## src/rtl/freq_ratio_meter.sv

```systemverilog
// freq_ratio_meter: measures period and high time of div_in in clk cycles, with lock and overflow flags
module freq_ratio_meter #(
    parameter int CNT_W  = 8,
    parameter int LOCK_N = 4
) (
    input  logic             clk,
    input  logic             rst,
    input  logic             start,
    input  logic             div_in,
    output logic [CNT_W-1:0] ratio,
    output logic [CNT_W-1:0] high_cnt,
    output logic             valid,
    output logic             locked,
    output logic             ovf
);
    typedef enum logic [1:0] {IDLE, ARM, MEAS} state_t;
    localparam logic [CNT_W-1:0] MAX  = '1;
    localparam logic [CNT_W-1:0] ONE  = 1;
    localparam logic [3:0]       LOCK = 4'(LOCK_N);
    state_t           r_state, w_next;
    logic             r_div_q, r_valid, r_locked, r_ovf;
    logic [CNT_W-1:0] r_period, r_high, r_ratio, r_high_cnt;
    logic [3:0]       r_match, w_match;
    logic             w_edge, w_ovf_hit;
    assign w_edge    = div_in & ~r_div_q;
    assign w_ovf_hit = (r_state == MEAS) && !w_edge && (r_period == MAX);
    assign w_match   = (r_period == r_ratio && r_ratio != '0) ?
                       ((r_match == LOCK) ? r_match : r_match + 4'd1) : 4'd1;
    assign ratio     = r_ratio;
    assign high_cnt  = r_high_cnt;
    assign valid     = r_valid;
    assign locked    = r_locked;
    assign ovf       = r_ovf;
    // next state: start low forces IDLE, overflow falls back to ARM
    always_comb begin
        w_next = !start ? IDLE :
                 (r_state == IDLE) ? ARM :
                 (r_state == ARM && w_edge) ? MEAS :
                 w_ovf_hit ? ARM : r_state;
    end
    // state register
    always_ff @(posedge clk) begin
        r_state <= rst ? IDLE : w_next;
    end
    // edge detect, period/high-time accumulation, result capture, lock and overflow tracking
    always_ff @(posedge clk) begin
        if (rst || !start) begin
            r_div_q    <= 1'b0;
            r_valid    <= 1'b0;
            r_locked   <= 1'b0;
            r_ovf      <= 1'b0;
            r_period   <= '0;
            r_high     <= '0;
            r_ratio    <= '0;
            r_high_cnt <= '0;
            r_match    <= '0;
        end else begin
            r_div_q <= div_in;
            r_valid <= 1'b0;
            if (r_state == ARM && w_edge) begin
                r_period <= ONE;
                r_high   <= ONE;
            end else if (r_state == MEAS) begin
                if (w_edge) begin
                    r_ratio    <= r_period;
                    r_high_cnt <= r_high;
                    r_valid    <= 1'b1;
                    r_period   <= ONE;
                    r_high     <= ONE;
                    r_match    <= w_match;
                    r_locked   <= (w_match == LOCK);
                end else if (r_period == MAX) begin
                    r_ovf    <= 1'b1;
                    r_locked <= 1'b0;
                    r_match  <= '0;
                end else begin
                    r_period <= r_period + ONE;
                    r_high   <= r_high + CNT_W'(div_in);
                end
            end
        end
    end
endmodule

```

## config.mk

```make
export PLATFORM = sky130hd
export DESIGN_NAME = freq_ratio_meter
export DESIGN_NICKNAME = d
export VERILOG_FILES = /design/src/rtl/freq_ratio_meter.sv
export SDC_FILE = /design/constraint.sdc
export NUM_CORES = 1
export LEC_CHECK = 0
export ABC_AREA = 1
export BUFFER_PORTS_ARGS = -buffer_cell sky130_fd_sc_hd__buf_2
export CELL_PAD_IN_SITES_DETAIL_PLACEMENT = 1
export CELL_PAD_IN_SITES_GLOBAL_PLACEMENT = 2
export CORE_ASPECT_RATIO = 0.8
export CORE_MARGIN = 2
export CORE_UTILIZATION = 32
export DETAILED_ROUTE_END_ITERATION = 12
export PLACE_DENSITY_LB_ADDON = 0.1
export SLEW_MARGIN = 20
export SYNTH_ARGS = -nofsm -noshare
export SYNTH_HDL_FRONTEND = slang
export SYNTH_SLANG_ARGS = --single-unit
```

## constraint.sdc

```tcl
create_clock -name clk -period 1.9 [get_ports clk]
set_input_delay 0.095 -clock clk [delete_from_list [all_inputs] [get_ports clk]]
set_output_delay 0.095 -clock clk [all_outputs]
set_load 0.01 [all_outputs]
```

==> impl_metrics.json, run 1 <==
{
  "worstSetupPathType": "flip-flop to flip-flop",
  "path_buf_inv": 0,
  "clk_transition_reported_paths_ns": 0.08,
  "antenna_cells": 0,
  "design.portCount": 23,
  "synth.distinct_cells": 33,
  "synth_top_cell_area_share_pct": 40.1,
  "reg2reg_from": "r_period[0]$_SDFFE_PP0P_",
  "cts_tree": "yes",
  "critPathMostFrequentCell": "nand2_1",
  "outcome": "complete, no violations",
  "clock_sinks": 42,
  "startpoint": "r_period[0]$_SDFFE_PP0P_",
  "drt_iter0_drc": 58,
  "placed_wire_length_estimate_um": 4080,
  "fp.dieArea_sq_um": 7220,
  "hold_class": "primary input to flip-flop",
  "first_pass_iters": 4,
  "syn-instance-count": 297,
  "maxCapViolations": 0,
  "antenna_violating_nets_left": 0,
  "timing.hold.worst_endpoint": "r_div_q$_SDFF_PP0_",
  "post_synth_and_or_nand_nor_area_fraction_pct": 29.8,
  "initial_utilization_pct": 32.9,
  "power_density_over_the_cells_nw_per_um2": 642,
  "fmax_mhz": 600,
  "finalSetupTns_ns": 0,
  "htreeDepth": 2,
  "drv_slew": 0,
  "first_global_vias": 1872,
  "final_period_minus_worst_setup_slack_ns": 1.67,
  "globalRouteTotalUtil_pct": 16.5,
  "reg_to_reg_setup_timing_slack_ns": 0.23,
  "syn_area_per_cell_sq_um": 7.06,
  "ctsResizeCount": 0,
  "finalCoreUtilization_pct": 37.2,
  "min_delay_path_depth": 3,
  "yosys_register_bits": 42,
  "timing.critical_path.slowest_stage_cell": "dfxtp_1",
  "endpoint_kind": "flip-flop",
  "peakVddDrop_v": 0.000232,
  "largest_net_degree_at_the_start_of_global_routing": 21,
  "cts_max_path_buffers": 2,
  "netlist.top_cell.by_area": "dfxtp_1",
  "finalNetCount": 332,
  "worst_skew_pair.late_latency_ns": 0.29,
  "grt_first_pass_wirelength_um": 9290,
  "final_cell_mix": "70 x nand2_1, 42 x dfxtp_1, 37 x inv_1, 34 x nor2_1, 29 x a21oi_1",
  "drt-total-wl_um": 5370,
  "power.total_w": 0.00152,
  "synth_xor_xnor_area_share_pct": 2.92,
  "start_kind": "flip-flop",
  "slew-limit-headroom_pct": 69.4,
  "crit_arrival_ns": 1.86,
  "post-route-drc-count": 0,
  "rsz0062_at_grt": "no",
  "num_vias": 1887,
  "rr_endpoint": "r_period[5]$_SDFFE_PP0P_",
  "yosys_warnings": 0,
  "synth-seq-area-share_pct": 40.1,
  "grt_overflow_total": 0,
  "post_synth_mux_area_share_pct": 0,
  "most_frequent_standard_cell_in_the_layout_excluding_fill_and_tap_cells": "nand2_1",
  "worst-endpoint-required_ns": 2.10,
  "post_synthesis_net_count": 306,
  "core_sq_um": 6380,
  "synth_area_sq_um": 2100,
  "row_count": 26,
  "die_h_um": 76.4,
  "timing.critical_path.fanout_max": 13,
  "dieWidth_um": 94.5,
  "worst_path_cell_chain": "ha_1, nand2_1, nor3_4, nand2_2, nand2_4, nor2_1, nand2_1, nand2_1, nand2_1, nor2_1",
  "place.gp.congestion": 0.735,
  "clk_root_buffer_cell": "clkbuf_8",
  "r2r.worst_path.cells": 10,
  "final-setup-viol-count": 0,
  "power_leakage_nw": 1.01,
  "cts_bufs_inserted": 5,
  "cp_slowest_stage_delay_ns": 0.40,
  "netlist_top_cells_area": "dfxtp_1 40%, nand2_1 13%, a21oi_1 6.9%, inv_1 6.6%, nor2_1 6.1%",
  "final_setup_skew_ns": 0.00664,
  "worstHoldStart": "div_in",
  "fraction_of_final_layout_cells_sized_beyond_drive_strength_1_pct": 15.2,
  "antenna_found_initial": 0,
  "finalHoldWorstSlack_ns": 0.0520,
  "compound_cell_area_share_of_the_yosys_netlist_pct": 13.7,
  "area_growth_pct": 13.1,
  "routed_wire_length_per_instance_um": 13.2,
  "worst_tran_pin_value_ns": 0.460,
  "worst_path_dominant_cell_family": "simple AND/OR/NAND/NOR gates",
  "final.period_utilization_pct": 87.8,
  "io_buffers": 22,
  "dominant_combinational_cell_family_by_area_after_synthesis": "simple AND/OR/NAND/NOR gates",
  "finalHoldViolCount": 0,
  "layout.filler_cells": 847,
  "drt_via_density": 4.64,
  "synthAdderAreaFrac_pct": 2.98
}
stage by stage:
stage / area (sq um) / setup WS [ns] / instances
after floorplan: 2100 / 0.416 / 297
after global placement: 2280 / 0.206 / 399
after detailed placement: 2280 / 0.164 / 399
after CTS: 2360 / 0.145 / 406
after global routing: 2370 / 0.0261 / 407
final: 2370 / 0.232 / 407
synth_stat cells:
cell      count
buf_6         3
nand3_2       1
a21oi_1      29
or2_1         1
o211ai_1      1
a21oi_2       1
and2_0        1
xnor2_1       3
o21ai_1       2
clkinv_4      1
dfxtp_1      42
inv_1        37
o21a_1        1
o22ai_1       1
nand4_1       5
clkbuf_2      1
nor2_2        1
ha_1          5
nand2_1      70
nand2_4       1
o21ai_0      18
a31oi_2       1
buf_2         3
buf_1         1
xor2_1        4
nor3_4        1
nor2_1       34
buf_4         1
nor2_4        3
nand2_2       2
nor3_1        5
nand3_1      15
inv_2         2
worst register-to-register path: stages (launching register included):
cell     delay [ns]
dfxtp_1        0.40
ha_1           0.23
nand2_1        0.11
nor3_4         0.24
nand2_2        0.12
nand2_4        0.17
nor2_1         0.07
nand2_1        0.08
nand2_1        0.05
nand2_1        0.06
nor2_1         0.03
flip-flops by register name (all words and copies together) (netlist names), 2 cells and up:
| name | flops |
|---|---|
| r_high | 8 |
| r_match | 4 |
| high_cnt | 8 |
| r_period | 8 |
| r_state | 2 |
| ratio | 8 |
cell families after synthesis:
family	after synthesis
AOI/OAI and AO/OA	54
DFF	42
adders and majority gates	5
buffers and inverters	49
and+or+nand+nor	140
xor gates and xnor gates	7
layout make-up:
type	count	area, sq um	area share [%]
clock buffers	5	68.8	2.90
clock inverters	2	10.0	0.422
inverters	40	155	6.54
multi-input cells	206	1040	43.7
flip-flops and latches	42	841	35.5
well taps	84	105	4.43
repair buffers	28	155	6.54
where the power goes:
group	internal (W)	switching, W
clock network	0.000247	0.000317
registers	0.000885	0.00000437
logic	0.0000203	0.0000491
layer usage:
layer	track usage (%)	vias to the layer above	routed length (um)
met1	24.0	866	2890
met4	3.91	0	47
li1	-	998	-
met2	24.5	19	2300
met5	0	-	0
met3	3.86	4	134
how the worst max path moves through the flow:
stage	endpoint	cells after the start
floorplan	r_period[2]$_SDFFE_PP0P_	9
global placement	r_high[0]$_SDFFE_PP0P_	8
detailed placement	r_period[5]$_SDFFE_PP0P_	10
CTS	r_high[0]$_SDFFE_PP0P_	9
global route	r_high[0]$_SDFFE_PP0P_	9
finish	r_period[5]$_SDFFE_PP0P_	10
timing repair:
item,in CTS,in global routing
buffers inserted,0,1
endpoints found under the setup margin,0,5
hold endpoints to repair,0,0
hold buffers,0,0
(Power assumes the default switching activity.)
==> inputs of run 2 (changes only) <==
--- a/config.mk
+++ b/config.mk
@@ -13,7 +13,7 @@
 export CORE_MARGIN = 2
 export CORE_UTILIZATION = 32
 export DETAILED_ROUTE_END_ITERATION = 12
-export PLACE_DENSITY_LB_ADDON = 0.1
+export PLACE_DENSITY = 0.85
 export SLEW_MARGIN = 20
 export SYNTH_ARGS = -nofsm -noshare
 export SYNTH_HDL_FRONTEND = slang
==> run 2 against run 1 <==
Clock power is 25% higher. Power is 9.0% higher. Critical path depth stayed put. Cell area is 1.2% higher. Routed wire length is 2.0% higher. Largest cell class unchanged.
==> impl_metrics.json, run 2 (synthesis gave the netlist of run 1 again) <==
{
  "outcome": "complete, no violations",
  "maxCapViolations": 0,
  "area_growth_pct": 14.4,
  "final.period_utilization_pct": 89.8,
  "initial_utilization_pct": 32.9,
  "total_placed_instance_area_sq_um": 2280,
  "endpoint_kind": "flip-flop",
  "final_period_minus_worst_setup_slack_ns": 1.71,
  "multi_input_comb_area_sq_um": 1040,
  "finalNetCount": 332,
  "fmax_mhz": 586,
  "hold_class": "primary input to flip-flop",
  "grt_first_pass_wirelength_um": 9290,
  "num_vias": 1975,
  "io_buffers": 22,
  "timing.critical_path.slowest_stage_cell": "dfxtp_1",
  "post-route-drc-count": 0,
  "dieWidth_um": 94.5,
  "final_setup_skew_ns": 0.00434,
  "start_kind": "flip-flop",
  "layout.filler_cells": 858,
  "most_frequent_standard_cell_in_the_layout_excluding_fill_and_tap_cells": "nand2_1",
  "fp.dieArea_sq_um": 7220,
  "largest_net_degree_at_the_start_of_global_routing": 22,
  "final-seq-area_sq_um": 841,
  "fraction_of_final_layout_cells_sized_beyond_drive_strength_1_pct": 14.8,
  "drt-total-wl_um": 5480,
  "die_h_um": 76.4,
  "crit_arrival_ns": 1.90,
  "row_count": 26,
  "ctsResizeCount": 0,
  "worst_skew_pair.late_latency_ns": 0.29,
  "final_cell_mix": "70 x nand2_1, 42 x dfxtp_1, 37 x inv_1, 34 x nor2_1, 29 x a21oi_1",
  "drv_slew": 0,
  "final-setup-viol-count": 0,
  "cp_slowest_stage_delay_ns": 0.41,
  "critPathMostFrequentCell": "nand2_1",
  "dp_slack_ns": 0.128,
  "postCtsSetupRepairBufs": 0,
  "timing.critical_path.fanout_max": 13,
  "htreeDepth": 2,
  "path_buf_inv": 0,
  "worstSetupPathType": "flip-flop to flip-flop",
  "cts_bufs_inserted": 5,
  "hold_buffer_count_at_cts": 0,
  "placed_cells": 398,
  "finalHoldViolCount": 0,
  "design.portCount": 23,
  "first_pass_iters": 4,
  "cts_max_path_buffers": 2,
  "grt_overflow_total": 0,
  "design_area_sq_um": 2400,
  "drt_iter0_drc": 44,
  "first_global_vias": 1918,
  "clk_transition_reported_paths_ns": 0.08,
  "clk_root_buffer_cell": "clkbuf_8",
  "placed_wire_length_estimate_um": 4040,
  "setup_ws_ns": 0.194,
  "worst_path_cell_chain": "ha_1, nand2_1, nor3_4, nand2_2, nand2_4, nor2_1, nand2_1, nand2_1, nand2_1, nor2_1",
  "clock_sinks": 42,
  "place.gp.congestion": 0.796,
  "worst-endpoint-required_ns": 2.09,
  "core_sq_um": 6380,
  "slew-limit-headroom_pct": 71.0,
  "final-instance-count-excl-fill": 408,
  "peakVddDrop_v": 0.000350,
  "cts_tree": "yes",
  "worst_path_dominant_cell_family": "simple AND/OR/NAND/NOR gates",
  "power_density_over_the_cells_nw_per_um2": 692,
  "antenna_found_initial": 0,
  "drt_via_density": 4.84,
  "finalCoreUtilization_pct": 37.6,
  "antenna_violating_nets_left": 0,
  "antenna_cells": 0,
  "worst_tran_pin_value_ns": 0.436,
  "routed_wire_length_per_instance_um": 13.4,
  "power_leakage_nw": 1.02,
  "globalRouteTotalUtil_pct": 16.3
}
## run 2: worst paths after layout
check | to | start | cells past startpoint | slack (ns)
worst max-delay path | r_period[5]$_SDFFE_PP0P_ | r_period[0]$_SDFFE_PP0P_ | 10 | 0.19
worst min-delay path | r_div_q$_SDFF_PP0_ | div_in | 3 | 0.05
worst max register to register | r_period[5]$_SDFFE_PP0P_ | r_period[0]$_SDFFE_PP0P_ | 10 | 0.19
worst min register to register | ovf$_SDFFE_PP0P_ | ovf$_SDFFE_PP0P_ | 2 | 0.45
## run 2: cell type report
cell class	instances	share of cell area, %
clock buffer	7	3.18
clock inverter	1	1.25
inverter	40	6.47
multi-input combinational	206	43.2
sequential	42	35.1
tap	84	4.38
timing repair buffer	28	6.47
## run 2: power by group
| group | internal, W | leakage [nW] | switching [W] | total [W] |
|---|---|---|---|---|
| clock | 0.000394 | 0.0524 | 0.000310 | 0.000704 |
| sequential | 0.000885 | 0.339 | 0.00000434 | 0.000889 |
| combinational | 0.0000188 | 0.632 | 0.0000481 | 0.0000669 |
| total | 0.00130 | 1.02 | 0.000363 | 0.00166 |
## run 2: routing by layer
metal / part of all wire [%] / global-route usage [%] / up-vias
met5: 0 / 0 / -
met4: 0.53 / 3.04 / 0
met3: 3.2 / 4.45 / 2
met2: 45 / 25.1 / 27
met1: 52 / 22.8 / 952
li1: - / - / 994
## run 2: worst min-delay path, cell delays in order
cell    delay [ns]
buf_2         0.11
inv_1         0.05
nor2_1        0.04
## run 2: through the flow
stage / TNS (ns) / hold WS [ns] / power, W
after global routing: -0.00312 / 0.0550 / 0.00173
after detailed placement: 0 / 0.356 / 0.000978
after CTS: 0 / 0.0433 / 0.00168
final: 0 / 0.0454 / 0.00166
after floorplan: 0 / 0.222 / 0.000958
after global placement: 0 / 0.353 / 0.000977
==> inputs of run 3 (changes only) <==
--- a/config.mk
+++ b/config.mk
@@ -5,14 +5,14 @@
 export SDC_FILE = /design/constraint.sdc
 export NUM_CORES = 1
 export LEC_CHECK = 0
-export ABC_AREA = 1
 export BUFFER_PORTS_ARGS = -buffer_cell sky130_fd_sc_hd__buf_2
 export CELL_PAD_IN_SITES_DETAIL_PLACEMENT = 1
 export CELL_PAD_IN_SITES_GLOBAL_PLACEMENT = 2
 export CORE_ASPECT_RATIO = 0.8
 export CORE_MARGIN = 2
-export CORE_UTILIZATION = 32
+export CORE_UTILIZATION = 34
 export DETAILED_ROUTE_END_ITERATION = 12
+export GPL_ROUTABILITY_DRIVEN = 0
 export PLACE_DENSITY = 0.85
 export SLEW_MARGIN = 20
 export SYNTH_ARGS = -nofsm -noshare
==> run 3 against run 2 <==
Sequential cell count stayed put. Final cell count is 16% lower. Routed wire length is 13% lower. Global-route usage is 0.20 points higher. Power is 0.36% lower. Sequential share of layout area is 1.3 points higher. Via count is 15% lower. Core utilization is 4.7 points higher. Worst hold slack better by 0.027 ns.
==> impl_metrics.json, run 3 <==
{
  "dieWidth_um": 88.2,
  "internal_power_w": 0.00129,
  "cp_slowest_stage_delay_ns": 0.50,
  "r2r.worst_path.cells": 5,
  "clock_power_share_pct": 42.5,
  "slew-limit-headroom_pct": 67.2,
  "final_setup_skew_ns": 0.00523,
  "drt-total-wl_um": 4790,
  "synth_area_sq_um": 1930,
  "rr_endpoint": "r_match[2]$_SDFFE_PP0P_",
  "finalHoldWorstSlack_ns": 0.0729,
  "timing.hold.worst_endpoint": "r_div_q$_SDFF_PP0_",
  "cts_max_path_buffers": 2,
  "most_frequent_standard_cell_in_the_layout_excluding_fill_and_tap_cells": "nand2_1",
  "io_buffers": 22,
  "worst_skew_pair.late_latency_ns": 0.30,
  "timing.critical_path.fanout_max": 5,
  "area_growth_pct": 20.1,
  "layout.filler_cells": 683,
  "core_sq_um": 5470,
  "clk_transition_reported_paths_ns": 0.08,
  "die_h_um": 71.3,
  "syn_area_per_cell_sq_um": 8.41,
  "worst-endpoint-required_ns": 2.15,
  "fraction_of_final_layout_cells_sized_beyond_drive_strength_1_pct": 18.6,
  "antenna_found_initial": 0,
  "power_density_over_the_cells_nw_per_um2": 715,
  "synth-seq-area-share_pct": 43.6,
  "rsz0062_at_grt": "no",
  "final_cell_mix": "46 x nand2_1, 42 x dfxtp_1, 22 x buf_2, 20 x nor2_1, 20 x a21oi_1",
  "antenna_violating_nets_left": 0,
  "largest_net_degree_at_the_start_of_global_routing": 17,
  "hold_class": "primary input to flip-flop",
  "row_count": 24,
  "final.period_utilization_pct": 92.6,
  "endpoint_kind": "flip-flop",
  "final-seq-area_sq_um": 841,
  "post-route-drc-count": 0,
  "clk_root_buffer_cell": "clkbuf_8",
  "ys_top_cells_by_count": "46 x nand2_1, 42 x dfxtp_1, 20 x a21oi_1, 20 x nor2_1, 14 x xor2_1",
  "dominantRegCellSynth": "dfxtp_1",
  "placed_wire_length_estimate_um": 3570,
  "worst_path_dominant_cell_family": "simple AND/OR/NAND/NOR gates",
  "first_global_vias": 1672,
  "drt_iter0_drc": 55,
  "htreeDepth": 2,
  "peakVddDrop_v": 0.000314,
  "clock_sinks": 42,
  "fp.dieArea_sq_um": 6290,
  "yosys_warnings": 0,
  "routed_wire_length_per_instance_um": 14.0,
  "yosysMostFrequentCell": "nand2_1",
  "worstHoldStart": "div_in",
  "power.switching_fraction_pct": 21.8,
  "power_leakage_nw": 0.921,
  "netSwitchingPower_w": 0.000360,
  "final-setup-viol-count": 0,
  "grt_first_pass_wirelength_um": 7990,
  "design.portCount": 23,
  "antenna_cells": 0,
  "drv_slew": 0,
  "synth.distinct_cells": 36,
  "multi_input_comb_area_sq_um": 1030,
  "final_period_minus_worst_setup_slack_ns": 1.76,
  "synth-edff-count": 0,
  "drt_via_density": 4.89,
  "netlist_top_cells_area": "dfxtp_1 44%, nand2_1 9.0%, xor2_1 6.4%, a21oi_1 5.2%, nor2_1 3.9%",
  "reg_to_reg_setup_timing_slack_ns": 0.14,
  "finalHoldViolCount": 0,
  "power.total_w": 0.00165,
  "crit_arrival_ns": 2.01,
  "share_seq_of_total_power_pct": 53.6,
  "worst_path_cell_chain": "xor2_1, nor4_1, nand4_1, o21bai_1, a21o_1",
  "cts_bufs_inserted": 5,
  "first_pass_iters": 4,
  "grt_overflow_total": 0,
  "hold_buffer_count_at_cts": 0,
  "path_buf_inv": 0,
  "syn-instance-count": 229,
  "cts_tree": "yes",
  "reg2reg_from": "r_period[5]$_SDFFE_PP0P_",
  "finalSetupTns_ns": 0,
  "synth_async_sr_flop_share_pct": 0,
  "initial_utilization_pct": 35.3,
  "worstSetupPathType": "flip-flop to flip-flop",
  "finalNetCount": 272,
  "yosys_register_bits": 42,
  "timing.critical_path.slowest_stage_cell": "dfxtp_1",
  "maxCapViolations": 0,
  "globalRouteTotalUtil_pct": 16.5,
  "post_synthesis_net_count": 238,
  "fmax_mhz": 568,
  "finalCoreUtilization_pct": 42.4,
  "start_kind": "flip-flop",
  "share_comb_of_total_power_pct": 3.9,
  "outcome": "complete, no violations",
  "worst_tran_pin_value_ns": 0.488,
  "synth_top_cell_area_share_pct": 43.6,
  "min_delay_path_depth": 2,
  "num_vias": 1672,
  "netlist.top_cell.by_area": "dfxtp_1"
}
## run 3: cell count changes in the layout (fill, tap and decap cells not counted), sizes merged, moves of 5 or more
cell,previous run,this run
nand2,73,46
xor2,4,14
buf,28,35
inv,39,7
nor4,0,5
nand3,16,6
a21oi,30,20
nor2,38,20
o21ai,20,6
## run 3: area by class of cell
class / instances / share of cell area [%]
multi-input combinational: 172 / 44.6
sequential: 42 / 36.3
timing repair buffer: 35 / 8.97
tap: 78 / 4.22
clock buffer: 5 / 2.97
clock inverter: 3 / 1.73
inverter: 7 / 1.14
## run 3: what timing repair did
action | CTS | global route
buffers inserted | 0 | 1
hold endpoints to repair | 0 | 0
gates resized for setup | 0 | 1
endpoints found under the setup margin | 0 | 8
## run 3: worst reg2reg max path, delay by kind of cell (launching register included)
kind            cells  cell delay (ns)
xor+xnor            1             0.13
simple gates        2             0.76
compound gates      2             0.32
flops               1             0.50
## run 3: worst max-delay path by stage
stage | depth (start not counted) | from | end | slack [ns]
5_1_grt | 6 | r_period[3]$_SDFFE_PP0P_ | r_high[5]$_SDFFE_PP0P_ | 0.03
6_report | 5 | r_period[5]$_SDFFE_PP0P_ | r_match[2]$_SDFFE_PP0P_ | 0.14
4_1_cts | 6 | r_period[4]$_SDFFE_PP0P_ | r_match[2]$_SDFFE_PP0P_ | 0.08
3_5_place_dp | 6 | r_period[4]$_SDFFE_PP0P_ | r_match[2]$_SDFFE_PP0P_ | 0.11
3_3_place_gp | 6 | r_period[4]$_SDFFE_PP0P_ | r_match[2]$_SDFFE_PP0P_ | 0.11
2_1_floorplan | 6 | r_period[0]$_SDFFE_PP0P_ | r_high[5]$_SDFFE_PP0P_ | 0.26
## run 3: power groups by stage
| stage | clock (W) | combinational (W) | sequential, W |
|---|---|---|---|
| global placement | 0 | 0.0000624 | 0.000908 |
| global route | 0.000765 | 0.0000701 | 0.000888 |
| detailed placement | 0 | 0.0000632 | 0.000908 |
| finish | 0.000703 | 0.0000641 | 0.000887 |
| floorplan | 0 | 0.0000364 | 0.000907 |
| CTS | 0.000728 | 0.0000635 | 0.000887 |
## run 3: cell families (layout without fill, tap and decap cells)
group / after synthesis / count (layout) / synth area share, %
buffers and inverters: 15 / 50 / 3.05
AO/OA/AOI/OAI: 39 / 39 / 13.7
flip-flops: 42 / 42 / 43.6
XOR/XNOR: 21 / 21 / 9.55
adder cells (fa/ha/maj): 5 / 5 / 3.25
AND/OR/NAND/NOR: 107 / 107 / 26.8
## run 3: metrics by stage
stage	instances	setup slack [ns]	area (sq um)
floorplan	229	0.256	1930
global placement	333	0.114	2190
detailed placement	333	0.108	2190
CTS	341	0.0751	2300
global route	342	0.0331	2310
finish	342	0.140	2310
## run 3: layer usage
metal / global-route usage (%) / up-vias / part of all wire (%)
li1: - / 852 / -
met4: 4.55 / 0 / 1.1
met2: 25.7 / 13 / 46
met1: 22.2 / 803 / 51
met3: 4.84 / 4 / 2.3
met5: 0 / - / 0
